--- src/rtl/mem_stage_pkg.sv ---
// Shared types and constants for the MEM pipeline stage.
// Covers the EX->MEM / MEM->WB bus layouts, load-op encodings and FSM state codes.
package mem_stage_pkg;

    localparam int PASS_WD         = 160;
    localparam int ES_TO_MS_BUS_WD = PASS_WD + 80;
    localparam int MS_TO_WS_BUS_WD = PASS_WD + 71;
    // ertn marker inside the pass-through sideband
    localparam int PASS_ERTN_BIT   = 0;

    typedef enum logic [2:0] {
        LD_NONE = 3'd0,
        LD_B    = 3'd1,
        LD_H    = 3'd2,
        LD_W    = 3'd3,
        LD_BU   = 3'd4,
        LD_HU   = 3'd5
    } load_op_e;

    typedef enum logic [1:0] {
        MS_IDLE    = 2'd0,
        MS_WAIT    = 2'd1,
        MS_DISCARD = 2'd2
    } ms_state_e;

    typedef struct packed {
        logic [PASS_WD-1:0] pass;
        logic               ex;
        logic               mem_req;
        logic [2:0]         load_op;
        logic               gr_we;
        logic [4:0]         dest;
        logic [31:0]        result;
        logic [31:0]        pc;
    } ms_pl_t;

    // The named fields fill PASS_WD+75 bits; the top 5 bits of the bus carry nothing.
    typedef struct packed {
        logic [4:0] rsvd;
        ms_pl_t     pl;
    } es_to_ms_t;

    typedef struct packed {
        logic [PASS_WD-1:0] pass;
        logic               ex;
        logic               gr_we;
        logic [4:0]         dest;
        logic [31:0]        final_result;
        logic [31:0]        pc;
    } ms_to_ws_t;

    function automatic logic ld_is_load(logic [2:0] op);
        return op != LD_NONE;
    endfunction

endpackage

--- src/rtl/mem_stage_if.sv ---
// Handshake, payload, data-SRAM response and forwarding signals around the MEM stage.
// master = surrounding pipeline (EX, WB, SRAM, decode); slave = the MEM stage itself.
interface mem_stage_if
    import mem_stage_pkg::*;
();
    logic                       es_to_ms_valid;
    logic [ES_TO_MS_BUS_WD-1:0] es_to_ms_bus;
    logic                       ms_allowin;
    logic                       ws_allowin;
    logic                       ms_to_ws_valid;
    logic [MS_TO_WS_BUS_WD-1:0] ms_to_ws_bus;
    logic                       data_sram_data_ok;
    logic [31:0]                data_sram_rdata;
    logic                       ws_flush_pipe;
    logic                       ms_fwd_valid;
    logic [4:0]                 ms_fwd_dest;
    logic [31:0]                ms_fwd_data;
    logic                       ms_fwd_blocking;
    logic                       ms_ex_flag;

    modport master (
        output es_to_ms_valid, es_to_ms_bus, ws_allowin,
               data_sram_data_ok, data_sram_rdata, ws_flush_pipe,
        input  ms_allowin, ms_to_ws_valid, ms_to_ws_bus,
               ms_fwd_valid, ms_fwd_dest, ms_fwd_data, ms_fwd_blocking, ms_ex_flag
    );

    modport slave (
        input  es_to_ms_valid, es_to_ms_bus, ws_allowin,
               data_sram_data_ok, data_sram_rdata, ws_flush_pipe,
        output ms_allowin, ms_to_ws_valid, ms_to_ws_bus,
               ms_fwd_valid, ms_fwd_dest, ms_fwd_data, ms_fwd_blocking, ms_ex_flag
    );
endinterface

--- src/rtl/mem_stage_load_align.sv ---
// Picks the addressed byte/halfword out of a 32-bit load word and extends it.
// Purely combinational; offsets are trusted (misalignment is excepted upstream).
module mem_stage_load_align
    import mem_stage_pkg::*;
(
    input  logic [31:0] word,
    input  logic [1:0]  off,
    input  logic [2:0]  load_op,
    output logic [31:0] data
);
    logic [7:0]  byte_sel;
    logic [15:0] half_sel;

    always_comb begin
        byte_sel = word[{off, 3'b000} +: 8];
        half_sel = off[1] ? word[31:16] : word[15:0];
        case (load_op)
            LD_B:    data = {{24{byte_sel[7]}}, byte_sel};
            LD_BU:   data = {24'h0, byte_sel};
            LD_H:    data = {{16{half_sel[15]}}, half_sel};
            LD_HU:   data = {16'h0, half_sel};
            default: data = word;
        endcase
    end
endmodule

--- src/rtl/mem_stage.sv ---
// MEM pipeline stage: holds one instruction, waits for its data-SRAM beat, aligns load
// data and hands off to WB; drains the orphaned beat of a flushed access before accepting more.
module mem_stage
    import mem_stage_pkg::*;
(
    input  logic       clk,
    input  logic       resetn,
    mem_stage_if.slave bus_if
);
    es_to_ms_t   es_in;
    ms_pl_t      pl_q, pl_d;
    ms_to_ws_t   ws_out;
    ms_state_e   state_q, state_d;
    logic        ms_valid_q, ms_valid_d;
    logic        rbuf_v_q, rbuf_v_d;
    logic [31:0] rbuf_q, rbuf_d;

    logic        flush, data_ok, wait_hit;
    logic        ms_ready_go, ms_allowin, ms_to_ws_valid;
    logic        leave, capture;
    logic [31:0] word, ld_data, final_result;
    logic        unused_rsvd;

    assign es_in       = es_to_ms_t'(bus_if.es_to_ms_bus);
    assign unused_rsvd = ^es_in.rsvd;
    assign flush       = bus_if.ws_flush_pipe;
    assign data_ok     = bus_if.data_sram_data_ok;

    // A beat arriving while waiting completes the access in that same cycle.
    assign wait_hit    = (state_q == MS_WAIT) && data_ok;
    assign ms_ready_go = ~ms_valid_q | pl_q.ex | ~pl_q.mem_req | rbuf_v_q | wait_hit;
    // While draining a stale beat, nothing new may enter or it would be paired with that beat.
    assign ms_allowin  = (~ms_valid_q | (ms_ready_go & bus_if.ws_allowin))
                         & (state_q != MS_DISCARD);
    assign ms_to_ws_valid = ms_valid_q & ms_ready_go & ~flush;
    assign leave          = ms_to_ws_valid & bus_if.ws_allowin;
    assign capture        = bus_if.es_to_ms_valid & ms_allowin & ~flush;

    assign word = rbuf_v_q ? rbuf_q : bus_if.data_sram_rdata;

    mem_stage_load_align u_align (
        .word    (word),
        .off     (pl_q.result[1:0]),
        .load_op (pl_q.load_op),
        .data    (ld_data)
    );

    assign final_result = (pl_q.load_op == LD_NONE) ? pl_q.result : ld_data;

    always_comb begin
        ms_valid_d = ms_valid_q;
        pl_d       = pl_q;
        rbuf_d     = rbuf_q;
        rbuf_v_d   = rbuf_v_q;
        state_d    = state_q;

        if (flush)           ms_valid_d = 1'b0;
        else if (ms_allowin) ms_valid_d = bus_if.es_to_ms_valid;

        if (capture)  pl_d   = es_in.pl;
        if (wait_hit) rbuf_d = bus_if.data_sram_rdata;

        // Leaving wins over latching so the buffered word never leaks into the next op.
        if (flush || leave) rbuf_v_d = 1'b0;
        else if (wait_hit)  rbuf_v_d = 1'b1;

        if (state_q == MS_DISCARD) begin
            if (data_ok) state_d = MS_IDLE;
        end else if (flush) begin
            state_d = wait_hit ? MS_IDLE : ((state_q == MS_WAIT) ? MS_DISCARD : MS_IDLE);
        end else if (capture) begin
            state_d = (es_in.pl.mem_req && !es_in.pl.ex) ? MS_WAIT : MS_IDLE;
        end else if (wait_hit) begin
            state_d = MS_IDLE;
        end
    end

    always_ff @(posedge clk or negedge resetn) begin
        if (!resetn) begin
            ms_valid_q <= 1'b0;
            pl_q       <= '0;
            rbuf_q     <= '0;
            rbuf_v_q   <= 1'b0;
            state_q    <= MS_IDLE;
        end else begin
            ms_valid_q <= ms_valid_d;
            pl_q       <= pl_d;
            rbuf_q     <= rbuf_d;
            rbuf_v_q   <= rbuf_v_d;
            state_q    <= state_d;
        end
    end

    assign ws_out = '{
        pass:         pl_q.pass,
        ex:           pl_q.ex,
        gr_we:        pl_q.gr_we,
        dest:         pl_q.dest,
        final_result: final_result,
        pc:           pl_q.pc
    };

    assign bus_if.ms_allowin      = ms_allowin;
    assign bus_if.ms_to_ws_valid  = ms_to_ws_valid;
    assign bus_if.ms_to_ws_bus    = ws_out;
    assign bus_if.ms_fwd_valid    = ms_valid_q & pl_q.gr_we & ~pl_q.ex;
    assign bus_if.ms_fwd_dest     = pl_q.dest;
    assign bus_if.ms_fwd_data     = final_result;
    assign bus_if.ms_fwd_blocking = ms_valid_q & pl_q.mem_req & ld_is_load(pl_q.load_op)
                                    & ~pl_q.ex & ~ms_ready_go;
    assign bus_if.ms_ex_flag      = ms_valid_q & (pl_q.ex | pl_q.pass[PASS_ERTN_BIT]);
endmodule

--- src/flat_wrapper.sv ---
// flat-port wrapper written by rule: the top's interface ports become plain ports
module mem_stage_flat import mem_stage_pkg::*;
  (clk, resetn, bus_if_es_to_ms_valid, bus_if_es_to_ms_bus, bus_if_ws_allowin, bus_if_data_sram_data_ok, bus_if_data_sram_rdata, bus_if_ws_flush_pipe, bus_if_ms_allowin, bus_if_ms_to_ws_valid, bus_if_ms_to_ws_bus, bus_if_ms_fwd_valid, bus_if_ms_fwd_dest, bus_if_ms_fwd_data, bus_if_ms_fwd_blocking, bus_if_ms_ex_flag);
  mem_stage_if bus_if_i ();
  input  logic clk;
  input  logic resetn;
  input wire logic [$bits(bus_if_i.es_to_ms_valid)-1:0] bus_if_es_to_ms_valid;
  input wire logic [$bits(bus_if_i.es_to_ms_bus)-1:0] bus_if_es_to_ms_bus;
  input wire logic [$bits(bus_if_i.ws_allowin)-1:0] bus_if_ws_allowin;
  input wire logic [$bits(bus_if_i.data_sram_data_ok)-1:0] bus_if_data_sram_data_ok;
  input wire logic [$bits(bus_if_i.data_sram_rdata)-1:0] bus_if_data_sram_rdata;
  input wire logic [$bits(bus_if_i.ws_flush_pipe)-1:0] bus_if_ws_flush_pipe;
  output wire logic [$bits(bus_if_i.ms_allowin)-1:0] bus_if_ms_allowin;
  output wire logic [$bits(bus_if_i.ms_to_ws_valid)-1:0] bus_if_ms_to_ws_valid;
  output wire logic [$bits(bus_if_i.ms_to_ws_bus)-1:0] bus_if_ms_to_ws_bus;
  output wire logic [$bits(bus_if_i.ms_fwd_valid)-1:0] bus_if_ms_fwd_valid;
  output wire logic [$bits(bus_if_i.ms_fwd_dest)-1:0] bus_if_ms_fwd_dest;
  output wire logic [$bits(bus_if_i.ms_fwd_data)-1:0] bus_if_ms_fwd_data;
  output wire logic [$bits(bus_if_i.ms_fwd_blocking)-1:0] bus_if_ms_fwd_blocking;
  output wire logic [$bits(bus_if_i.ms_ex_flag)-1:0] bus_if_ms_ex_flag;
  assign bus_if_i.es_to_ms_valid = bus_if_es_to_ms_valid;
  assign bus_if_i.es_to_ms_bus = bus_if_es_to_ms_bus;
  assign bus_if_i.ws_allowin = bus_if_ws_allowin;
  assign bus_if_i.data_sram_data_ok = bus_if_data_sram_data_ok;
  assign bus_if_i.data_sram_rdata = bus_if_data_sram_rdata;
  assign bus_if_i.ws_flush_pipe = bus_if_ws_flush_pipe;
  assign bus_if_ms_allowin = bus_if_i.ms_allowin;
  assign bus_if_ms_to_ws_valid = bus_if_i.ms_to_ws_valid;
  assign bus_if_ms_to_ws_bus = bus_if_i.ms_to_ws_bus;
  assign bus_if_ms_fwd_valid = bus_if_i.ms_fwd_valid;
  assign bus_if_ms_fwd_dest = bus_if_i.ms_fwd_dest;
  assign bus_if_ms_fwd_data = bus_if_i.ms_fwd_data;
  assign bus_if_ms_fwd_blocking = bus_if_i.ms_fwd_blocking;
  assign bus_if_ms_ex_flag = bus_if_i.ms_ex_flag;
  mem_stage u_core (.clk(clk), .resetn(resetn), .bus_if(bus_if_i));
endmodule
--- config.mk ---
export PLATFORM = sky130hd
export DESIGN_NAME = mem_stage_flat
export DESIGN_NICKNAME = d
export VERILOG_FILES = /design/src/rtl/mem_stage_pkg.sv /design/src/rtl/mem_stage_if.sv /design/src/rtl/mem_stage_load_align.sv /design/src/rtl/mem_stage.sv /design/src/flat_wrapper.sv
export SDC_FILE = /design/constraint.sdc
export NUM_CORES = 1
export LEC_CHECK = 0
export BUFFER_PORTS_ARGS = -buffer_cell sky130_fd_sc_hd__buf_4
export CORE_AREA = 2 2 214 216
export CTS_CLUSTER_DIAMETER = 40
export CTS_CLUSTER_SIZE = 24
export DETAILED_ROUTE_END_ITERATION = 10
export DIE_AREA = 0 0 216 218
export GPL_TIMING_DRIVEN = 0
export PLACE_DENSITY = 0.58
export SLEW_MARGIN = 20
export SYNTH_ARGS = -nofsm -noshare
export SYNTH_HDL_FRONTEND = slang
export SYNTH_SLANG_ARGS = --single-unit
--- constraint.sdc ---
create_clock -name clk -period 4.3 [get_ports clk]
set_clock_uncertainty 0.1 [all_clocks]
set_input_delay 0.43 -clock clk [delete_from_list [all_inputs] [get_ports clk]]
set_output_delay 0.43 -clock clk [all_outputs]
set_load 0.1 [all_outputs]
==> results of run 1 <==
## cells in the mapped netlist, types with 2 or more instances
master                     number
sky130_fd_sc_hd__nand3_1        3
sky130_fd_sc_hd__buf_4        256
sky130_fd_sc_hd__o21a_1         2
sky130_fd_sc_hd__buf_6          5
sky130_fd_sc_hd__mux2_2       252
sky130_fd_sc_hd__mux2_1        39
sky130_fd_sc_hd__a221oi_1       2
sky130_fd_sc_hd__inv_1          5
sky130_fd_sc_hd__buf_1          3
sky130_fd_sc_hd__clkbuf_1      21
sky130_fd_sc_hd__buf_2          8
sky130_fd_sc_hd__a22o_1         2
sky130_fd_sc_hd__and3b_1        2
sky130_fd_sc_hd__a31oi_1        6
sky130_fd_sc_hd__mux2i_1       13
sky130_fd_sc_hd__nor3b_1        3
sky130_fd_sc_hd__o21ai_0       30
sky130_fd_sc_hd__a32oi_1        7
sky130_fd_sc_hd__nor2_1        14
sky130_fd_sc_hd__nor3_1         4
sky130_fd_sc_hd__nor2b_1        7
sky130_fd_sc_hd__a211oi_1      10
sky130_fd_sc_hd__nand2_1       17
sky130_fd_sc_hd__a21oi_1       29
sky130_fd_sc_hd__a22oi_1       15
sky130_fd_sc_hd__nand2b_1       8
sky130_fd_sc_hd__mux4_2        15
sky130_fd_sc_hd__dfrtp_1      271
sky130_fd_sc_hd__nor4_1         8
sky130_fd_sc_hd__o31ai_1        2
sky130_fd_sc_hd__or3_1          2
## critical path, delay by kind of cell, from the launching register on
kind                   cells  cell delay (ns)
buffers and inverters      5             1.23
AO/OA/AOI/OAI              2             0.66
AND/OR/NAND/NOR            2             0.61
flip-flops                 1             0.34
## routing by layer
metal	routed length (µm)	vias to the layer above
met5	0	-
met1	18090	5702
met3	3518	95
met4	1551	0
li1	-	5369
met2	24340	434
## per-stage QoR
step / TNS, ns / power [mW] / cells / worst slack (ns)
after floorplan: -2.596 / 10.39 / 1078 / -0.4615
after global placement: 0 / 12.10 / 2222 / 0.1278
after detailed placement: 0 / 12.18 / 2225 / 0.9457
after CTS: 0 / 16.92 / 2598 / 0.2933
after global routing: 0 / 17.40 / 2598 / 0.05474
final: 0 / 16.81 / 2599 / 0.3292
## placed cells by master, fill, tap and decap left out, drive strengths merged, types with 3 or more instances in the layout
cell	instances
dfrtp	271
clkinvlp	5
nor3b	3
mux2	291
a211oi	10
a31oi	6
mux4	15
nand2	17
buf	819
nor3	4
bufinv	6
a22oi	15
clkbuf	95
nand3	3
nor4	9
o21ai	30
nor2b	7
mux2i	13
nand2b	8
clkinv	11
dlygate4sd3	268
nor2	14
inv	14
a21oi	29
a32oi	7
## repair_timing
| action | CTS | global route |
|---|---|---|
| hold buffers | 268 | 0 |
| hold endpoints to repair | 451 | 0 |
| buffers inserted | 0 | 0 |
## flip-flops by register name (all words and copies together), names as in the netlist
register,flops
u_core.rbuf_q,32
u_core.bus_if.ms_fwd_dest,5
u_core.pl_q,36
u_core.bus_if.ms_to_ws_bus,194
u_core.state_q,2
u_core.rbuf_v_q,1
u_core.ms_valid_q,1
## worst min path at each step
stage,from,end,depth (start not counted)
floorplan,resetn,u_core.bus_if.ms_fwd_dest[0],0
global placement,u_core.pl_q[49],u_core.pl_q[49],1
detailed placement,resetn,u_core.bus_if.ms_to_ws_bus[159],1
CTS,bus_if_data_sram_rdata[25],u_core.rbuf_q[25],2
global route,bus_if_data_sram_rdata[25],u_core.rbuf_q[25],2
finish,bus_if_data_sram_rdata[25],u_core.rbuf_q[25],2
## kinds of logic (layout without fill, tap and decap cells)
| family | Yosys count | count (layout) | share of synthesized area |
|---|---|---|---|
| other | 0 | 1 | 0 |
| and+or+nand+nor | 77 | 77 | 0.03207 |
| buffers and inverters | 298 | 1218 | 0.1540 |
| AOI/OAI and AO/OA | 112 | 112 | 0.05118 |
| muxes | 319 | 319 | 0.2711 |
| xor gates and xnor gates | 1 | 1 | 0.0006342 |
| DFF | 271 | 271 | 0.4910 |
## final cells by class
class / count / area share
Timing Repair Buffer: 815 / 0.2930
Sequential cell: 271 / 0.2898
Multi-Input combinational cell: 509 / 0.2105
Buffer: 293 / 0.09010
Clock buffer: 74 / 0.06796
Tap cell: 600 / 0.03208
Clock inverter: 31 / 0.01567
Inverter: 5 / 0.0008021
Antenna cell: 1 / 0.0001069
## report_power, final
group          switching, mW  internal [mW]
registers              0.351           3.13
logic                   6.39           2.48
clock network           1.50           2.96
total                   8.24           8.57
==> flow_summary.toml, run 1 <==
[run_status]
outcome = "finished, final reports clean"

[synthesis]
synth_edf_count = 0
syn-num-nets = 1356
asyncSetResetFlopFracSynth = 1.000
post_synth_instance_area_mm2 = 0.01381
synthesis.yosys.warnings = 0
synth-seq-area-share = 0.4910
synth_area_leaders = "sky130_fd_sc_hd__dfrtp_1 (49%), sky130_fd_sc_hd__mux2_2 (21%), sky130_fd_sc_hd__buf_4 (14%), sky130_fd_sc_hd__mux2_1 (3.2%), sky130_fd_sc_hd__mux4_2 (2.4%)"
syn_inst = 1078
synthDominantCellAreaShare = 0.4910
synth.lib_cells_used.distinct = 48
synth-main-ff-cell = "sky130_fd_sc_hd__dfrtp_1"
post_synth.cell_area_avg_um2 = 12.81
yosysTopAreaCell = "sky130_fd_sc_hd__dfrtp_1"
synth_seq_cells = 271

[worst_setup_path]
worst_setup_path_startpoint = "u_core.rbuf_v_q"
worst_r2r_path_depth = 8
cp_max_fo = 10
critPathMaxStageDelay_ns = 0.44
setup.worst_path.class = "flip-flop to output port"
regToRegStartpoint = "u_core.state_q[1]"
cp_cell_sequence = "buf_2, buf_2, nor2b_1, a22oi_1, nand4_1, clkbuf_1, a22oi_1, buf_4, buf_4"
critPathSlowestCell = "sky130_fd_sc_hd__nand4_1"
setup.reg_to_reg.worst_slack_ns = 1.71
critPathArrivalTime_ns = 3.44
worstPathRequired_ns = 3.77
critPathCaptureType = "output port"
endpoint_of_the_most_critical_register_to_register_path = "u_core.pl_q[50]"
startpoint_type = "flip-flop"
critical_path.endpoint = "bus_if_ms_to_ws_bus[57]"

[final_layout]
layout-drive-gt1-share = 0.5941
finalCoreUtilization = 0.5212
area_grow_syn2layout_pct = 69.42
finish.net_count = 2229
fin_area_mm2 = 0.02340
final-seq-area_mm2 = 0.006782
nFillCells = 3889
multi_input_logic_area_mm2 = 0.004925

[clock_network]
clk_pin_slew_ns = 0.05
tritoncts = "done"
clock_insertion_delay_worst_skew_ns = 0.59
clockRootBuffer = "sky130_fd_sc_hd__clkbuf_16"
cts_num_sinks = 271
post_cts_resize_count = 0
ctsHtreeMaxLevel = 2
cts_made_buffers = 56
clk_path_buf_depth = 3

[grt]
grt_start_max_net_pins = 89
busiest_layer_in_global_routing = "met2"
grt_use_total = 0.1975
globalRouteOverflowTotal = 0
grt_first_pass_wirelength_mm = 72.32
number_of_global_route_vias_before_repair = 12711
grt_antenna_before_repair = 0
grtUsageMet1 = 0.2239
global_route.usage.met3 = 0.06011
grtUsageMet2 = 0.3510

[route]
num_vias = 11600
avgRoutedWirePerCell_um = 18.27
detailedRoute.firstPassIterationCount = 4
drt_wl_total_mm = 47.50
drc = 0
vias_per_cell = 4.463
detail_route.iter0.violations = 506
drt.antenna.violating_nets = 0

[power]
power.density_cell_area_mw_per_mm2 = 718.5
vdd_ir_drop_max_v = 0.0005996
power.leakage_nw = 10.97

[sta]
worst_pin_slew_ns = 0.8224
final_min_period_over_clock_period = 0.9234
rsz_0062_raised_after_global_routing = "no"
hold_viol_final = 0
holdWs_ns = 0.05349
setup_viol = 0
relSlewSlack = 0.4460
report.final.slew_viol_count = 0
period_needed_ns = 3.971
achievable-frequency_mhz = 251.8

[floorplanning]
floorplan.initialDensity = 0.3077
die_width_um = 216
die-height_um = 218
floorplan.rows = 78
die_area_mm2 = 0.04709
placeable_core_region_mm2 = 0.04489
io_pins = 551

[placement]
postPlaceCellArea_mm2 = 0.01876
globalplace.congestion = 0.8467
number_of_i_o_port_buffers = 544
hpwl_mm = 34.56

[run]
cap_viol_max_count = 0

[min_path]
hold_path_class = "input pin to flip-flop"
(Power assumes the default switching activity.)
==> run 2: changes to the inputs <==
--- a/config.mk
+++ b/config.mk
@@ -6,13 +6,13 @@
 export NUM_CORES = 1
 export LEC_CHECK = 0
 export BUFFER_PORTS_ARGS = -buffer_cell sky130_fd_sc_hd__buf_4
-export CORE_AREA = 2 2 214 216
+export CORE_AREA = 2 2 216 218
 export CTS_CLUSTER_DIAMETER = 40
 export CTS_CLUSTER_SIZE = 24
 export DETAILED_ROUTE_END_ITERATION = 10
-export DIE_AREA = 0 0 216 218
+export DIE_AREA = 0 0 218 220
 export GPL_TIMING_DRIVEN = 0
-export PLACE_DENSITY = 0.58
+export PLACE_DENSITY = 0.57
 export SLEW_MARGIN = 20
 export SYNTH_ARGS = -nofsm -noshare
 export SYNTH_HDL_FRONTEND = slang
==> constraint.sdc (replaced) <==
create_clock -name clk -period 3.9 [get_ports clk]
set_clock_uncertainty 0.1 [all_clocks]
set_input_delay 0.39 -clock clk [delete_from_list [all_inputs] [get_ports clk]]
set_output_delay 0.39 -clock clk [all_outputs]
set_load 0.1 [all_outputs]
==> run 2 against run 1 <==
Effect of this change:
- total power grew 10%
- non-clock buffer count is 4 higher
- register-to-register slack worse by 0.40 ns
- flip-flop and latch count is the same
- clock power increased by 8.7%
- die area is 1.9% higher
- first-iteration DRC count fell by 26%
- combinational power grew 11%
- largest power group unchanged
- highest routed layer is now met5
==> flow_summary.toml, run 2 (synthesis gave the netlist of run 1 again) <==
[sta]
report.final.slew_viol_count = 0
achievable-frequency_mhz = 264.7
rsz_0062_raised_after_global_routing = "yes"
worst_pin_slew_ns = 0.7590
hold_viol_final = 0
setup_viol = 0
period_needed_ns = 3.777
relSlewSlack = 0.4906
final_min_period_over_clock_period = 0.9686

[grt]
grt_start_max_net_pins = 86
globalRouteOverflowTotal = 0
grt_first_pass_wirelength_mm = 71.36
grt_use_total = 0.1935
grt_antenna_before_repair = 6
number_of_global_route_vias_before_repair = 12318

[route]
drt.antenna.violating_nets = 0
drt_wl_total_mm = 47.44
avgRoutedWirePerCell_um = 18.18
num_vias = 11536
drc = 0
detail_route.iter0.violations = 372
detailedRoute.firstPassIterationCount = 4
vias_per_cell = 4.420

[power]
p_total_mw = 18.56
power.leakage_nw = 11.00
power.density_cell_area_mw_per_mm2 = 786.8
vdd_ir_drop_max_v = 0.0007492

[run]
cap_viol_max_count = 0

[worst_setup_path]
startpoint_type = "flip-flop"
critPathCaptureType = "output port"
setup.worst_path.class = "flip-flop to output port"
cp_cell_sequence = "buf_2, buf_1, mux4_2, o21ai_0, a211oi_1, buf_4, buf_4"
regToRegStartpoint = "u_core.state_q[1]"
critical_path.most_common_cell = "sky130_fd_sc_hd__buf_4"
critPathMaxStageDelay_ns = 0.59
count_of_buffering_cells_on_the_critical_path_with_inverters_included = 4
critPathSlowestCell = "sky130_fd_sc_hd__buf_1"
critPathArrivalTime_ns = 3.29
setup.reg_to_reg.worst_slack_ns = 1.31
worst_setup_path_startpoint = "u_core.pl_q[33]"
worstPathRequired_ns = 3.41
cp_max_fo = 10
worst_path_dominant_cell_family = "buffers and inverters"

[run_status]
outcome = "finished, final reports clean"

[floorplanning]
placeable_core_region_mm2 = 0.04586
io_pins = 551
die_area_mm2 = 0.04796
floorplan.rows = 79
floorplan.initialDensity = 0.3012
die_width_um = 218
die-height_um = 220

[clock_network]
ctsHtreeMaxLevel = 2
clk_pin_slew_ns = 0.05
clockRootBuffer = "sky130_fd_sc_hd__clkbuf_16"
clock_insertion_delay_worst_skew_ns = 0.58
cts_num_sinks = 271
cts_made_buffers = 55
clk_path_buf_depth = 3
tritoncts = "done"

[final_layout]
area_grow_syn2layout_pct = 70.82
multi_input_logic_area_mm2 = 0.005079
layout-drive-gt1-share = 0.6082
layout.cells.most_common = "sky130_fd_sc_hd__buf_4"
largest_reg_flops = 194
nFillCells = 4035
finalCoreUtilization = 0.5144
finish.net_count = 2232
layout_common_cells = "sky130_fd_sc_hd__buf_4 (802), sky130_fd_sc_hd__dfrtp_1 (271), sky130_fd_sc_hd__dlygate4sd3_1 (269)"
final-seq-area_mm2 = 0.006782
fin_area_mm2 = 0.02359
fin_cells = 2610

[min_path]
hold_path_class = "input pin to flip-flop"
hold_path_startpoint = "bus_if_data_sram_data_ok"

[placement]
dp.cells = 2232
globalplace.congestion = 0.8592
hpwl_mm = 35.09
number_of_i_o_port_buffers = 544
postPlaceCellArea_mm2 = 0.01889
-- run 2: changes by cell type in the layout (fill, tap and decap cells not counted), moves of 5 or more --
cell,change
sky130_fd_sc_hd__a22oi_1,-11
sky130_fd_sc_hd__a22oi_2,+11
sky130_fd_sc_hd__a31oi_1,-5
sky130_fd_sc_hd__a31oi_2,+5
sky130_fd_sc_hd__a32oi_1,-6
sky130_fd_sc_hd__a32oi_2,+6
sky130_fd_sc_hd__inv_6,-8
-- run 2: final cells by class --
cell class	instances	area share
timing repair buffer	819	0.2920
sequential	271	0.2874
multi-input combinational	509	0.2153
buffer	293	0.08962
clock buffer	76	0.06857
tap	607	0.03219
clock inverter	28	0.01395
inverter	5	0.0007955
antenna	2	0.0002121
-- run 2: power by group --
group	internal, mW	total [mW]	switching, mW
clock	3.23	4.85	1.61
combinational	2.79	9.89	7.10
sequential	3.45	3.83	0.383
-- run 2: metrics by stage --
| step | TNS [ns] | worst slack [ns] | hold slack (ns) |
|---|---|---|---|
| floorplan | -6.022 | -0.8215 | -0.005591 |
| global placement | -56.13 | -0.2590 | 0.3715 |
| detailed placement | 0 | 0.2778 | 0.2747 |
| CTS | -0.03281 | -0.03281 | 0.01580 |
| global route | -0.1122 | -0.09889 | 0.07458 |
| finish | 0 | 0.1226 | 0.07128 |
-- run 2: worst paths after layout --
path                                                   end  depth (start not counted)
setup / recovery                   bus_if_ms_to_ws_bus[43]                          7
hold / removal                           u_core.state_q[1]                          4
setup reg to reg                           u_core.pl_q[44]                          8
hold reg to reg                            u_core.pl_q[36]                          1
max in group asynchronous                u_core.rbuf_q[30]                          3
min in group asynchronous  u_core.bus_if.ms_to_ws_bus[145]                          2
-- run 2: per-layer routing --
metal  GRT usage  routed length, µm  vias up
met3     0.05687               3542       83
met1      0.2271              18450     5682
met2      0.3390              24280      394
met5           0                 39        -
li1            -                  -     5369
met4     0.06077               1127        8
-- run 2: repair_timing --
| action | CTS | global route |
|---|---|---|
| hold buffers | 269 | 0 |
| setup endpoints to repair | 32 | 38 |
| resized for setup | 3 | 8 |
| pin swaps | 3 | 0 |
| cloned | 0 | 0 |
| endpoints found under the hold margin | 326 | 0 |
| buffers inserted | 3 | 0 |
-- run 2: worst min-delay path, delay by kind of cell --
| kind | cells | cell delay (ns) |
|---|---|---|
| AND/OR/NAND/NOR | 2 | 0.13 |
| AO/OA/AOI/OAI | 1 | 0.07 |
| buffers and inverters | 1 | 0.11 |
==> run 3: changes to the inputs <==
--- a/config.mk
+++ b/config.mk
@@ -12,7 +12,6 @@
 export DETAILED_ROUTE_END_ITERATION = 10
 export DIE_AREA = 0 0 218 220
 export GPL_TIMING_DRIVEN = 0
-export PLACE_DENSITY = 0.57
 export SLEW_MARGIN = 20
 export SYNTH_ARGS = -nofsm -noshare
 export SYNTH_HDL_FRONTEND = slang
==> run 3 against run 2 <==
Effect of this change:
- die area did not move
- routed wire length is 0.87% higher
- first-iteration DRC count is 6.5% higher
- register-to-register slack gained 0.04 ns
- utilization is 0.35 points lower
- flip-flop and latch count stayed put
- clock-buffer cell count decreased by 17
- sequential power is essentially flat
- final cell count fell by 0.19%
- via count up 0.35%
- critical path type unchanged
- total power shrank 1.4%
- global-route usage rose by 0.20 points
- highest routed layer unchanged
==> flow_summary.toml, run 3 (synthesis gave the netlist of run 1 again) <==
[route]
drc = 0
vias_per_cell = 4.444
drt.antenna.violating_nets = 0
num_vias = 11576
avgRoutedWirePerCell_um = 18.37
drt_wl_total_mm = 47.85
detailedRoute.firstPassIterationCount = 5
detail_route.iter0.violations = 396

[clock_network]
ctsHtreeMaxLevel = 2
tritoncts = "done"
clock_insertion_delay_worst_skew_ns = 0.57
cts_num_sinks = 271
cts_made_buffers = 51
clk_pin_slew_ns = 0.05
clockRootBuffer = "sky130_fd_sc_hd__clkbuf_16"
clk_path_buf_depth = 3

[grt]
grtUsageMet1 = 0.2248
grt_start_max_net_pins = 89
grt_antenna_before_repair = 11
number_of_global_route_vias_before_repair = 12605
grtUsageMet2 = 0.3400
grt_use_total = 0.1954
globalRouteOverflowTotal = 0
global_route.usage.met3 = 0.05204
busiest_layer_in_global_routing = "met2"
grt_first_pass_wirelength_mm = 71.86

[sta]
rsz_0062_raised_after_global_routing = "yes"
worst_pin_slew_ns = 0.8002
setup_viol = 0
achievable-frequency_mhz = 266.0
relSlewSlack = 0.4665
period_needed_ns = 3.760
final_min_period_over_clock_period = 0.9641
report.final.slew_viol_count = 0
final_total_negative_setup_slack_ns = 0
hold_viol_final = 0

[run_status]
outcome = "finished, final reports clean"

[placement]
postPlaceCellArea_mm2 = 0.01889
globalplace.congestion = 0.8423
hpwl_mm = 35.12
number_of_i_o_port_buffers = 544

[floorplanning]
die-height_um = 220
floorplan.initialDensity = 0.3012
die_area_mm2 = 0.04796
placeable_core_region_mm2 = 0.04586
die_width_um = 218
io_pins = 551
floorplan.rows = 79

[final_layout]
layout_common_cells = "sky130_fd_sc_hd__buf_4 (803), sky130_fd_sc_hd__dfrtp_1 (271), sky130_fd_sc_hd__dlygate4sd3_1 (269)"
area_grow_syn2layout_pct = 69.64
finalCoreUtilization = 0.5109
layout.cells.most_common = "sky130_fd_sc_hd__buf_4"
largest_reg_flops = 194
finish.net_count = 2229
fin_area_mm2 = 0.02343
layout-drive-gt1-share = 0.6069

[worst_setup_path]
critical_path.endpoint = "bus_if_ms_to_ws_bus[40]"
cp_max_fo = 10
worst_setup_path_startpoint = "u_core.pl_q[70]"
setup.worst_path.class = "flip-flop to output port"
endpoint_of_the_most_critical_register_to_register_path = "u_core.pl_q[44]"
setup.reg_to_reg.worst_slack_ns = 1.35
critPathCaptureType = "output port"
worst_r2r_path_depth = 8
critPathArrivalTime_ns = 3.27
regToRegStartpoint = "u_core.ms_valid_q"
startpoint_type = "flip-flop"
worstPathRequired_ns = 3.41

[min_path]
worstHoldPathCells = 4
hold_path_class = "input pin to flip-flop"

[power]
vdd_ir_drop_max_v = 0.0007131
power.density_cell_area_mw_per_mm2 = 781.5
p_total_mw = 18.31
power.leakage_nw = 10.93

[run]
cap_viol_max_count = 0
==> run 3: cell count changes in the layout (fill, tap and decap cells not counted), moves of 2 or more <==
cell,previous run,this run
sky130_fd_sc_hd__inv_8,1,4
sky130_fd_sc_hd__inv_6,1,4
sky130_fd_sc_hd__clkinv_2,8,6
sky130_fd_sc_hd__clkbuf_1,26,24
sky130_fd_sc_hd__diode_2,2,6
sky130_fd_sc_hd__clkbuf_8,12,3
sky130_fd_sc_hd__clkbuf_16,57,51
sky130_fd_sc_hd__clkinv_4,7,10
sky130_fd_sc_hd__bufinv_16,5,7
sky130_fd_sc_hd__clkinvlp_4,5,3
==> run 3: where the power goes <==
part	switching, mW	internal [mW]	leakage (nW)	total (mW)
Sequential	0.397	3.45	3.22	3.84
Combinational	7.11	2.79	6.84	9.90
Clock	1.61	2.96	0.869	4.57
Total	9.12	9.19	10.9	18.3
==> run 3: worst min-delay path by stage <==
| stage | startpoint | endpoint |
|---|---|---|
| after global routing | bus_if_data_sram_data_ok | u_core.state_q[1] |
| after floorplan | resetn | u_core.bus_if.ms_fwd_dest[0] |
| after global placement | u_core.bus_if.ms_to_ws_bus[3] | u_core.bus_if.ms_to_ws_bus[3] |
| after detailed placement | resetn | u_core.bus_if.ms_to_ws_bus[179] |
| after CTS | bus_if_data_sram_data_ok | u_core.state_q[1] |
| final | bus_if_data_sram_data_ok | u_core.state_q[1] |
==> run 3: layout make-up <==
cell class / count / area (µm²)
antenna: 6 / 15.01
buffer: 293 / 2116
clock buffer: 59 / 1336
clock inverter: 35 / 446.7
fill: 3895 / 22430
inverter: 5 / 18.77
multi-input combinational: 509 / 5061
sequential: 271 / 6782
tap: 607 / 759.5
timing repair buffer: 820 / 6897
==> run 3: through the flow <==
step,instances,setup slack [ns],hold WS [ns]
floorplan,1078,-0.8215,-0.005591
global placement,2229,-0.2249,0.3715
detailed placement,2232,0.2173,0.1221
CTS,2599,0.03348,0.04080
global route,2605,-0.007806,0.06989
finish,2605,0.1400,0.08882
==> run 3: metal layers <==
layer	wire length (µm)	share of wire
met1	18750	0.39
met3	3158	0.066
met5	59	0.0012
met2	24010	0.50
met4	1882	0.039
==> run 3: timing repair <==
action                                 CTS  global route
hold buffers                           269             0
setup buffers                            4             0
resized for setup                        4             5
pin swaps                                4             1
endpoints found under the hold margin  364             0
setup endpoints to repair               32            22
==> run 3: critical path, cell delays in order, from the launching register on <==
cell	delay, ns
sky130_fd_sc_hd__dfrtp_1	0.45
sky130_fd_sc_hd__clkbuf_1	0.40
sky130_fd_sc_hd__clkbuf_1	0.48
sky130_fd_sc_hd__nand2_1	0.11
sky130_fd_sc_hd__a21oi_1	0.65
sky130_fd_sc_hd__nor3_1	0.22
sky130_fd_sc_hd__buf_4	0.19
sky130_fd_sc_hd__buf_4	0.22
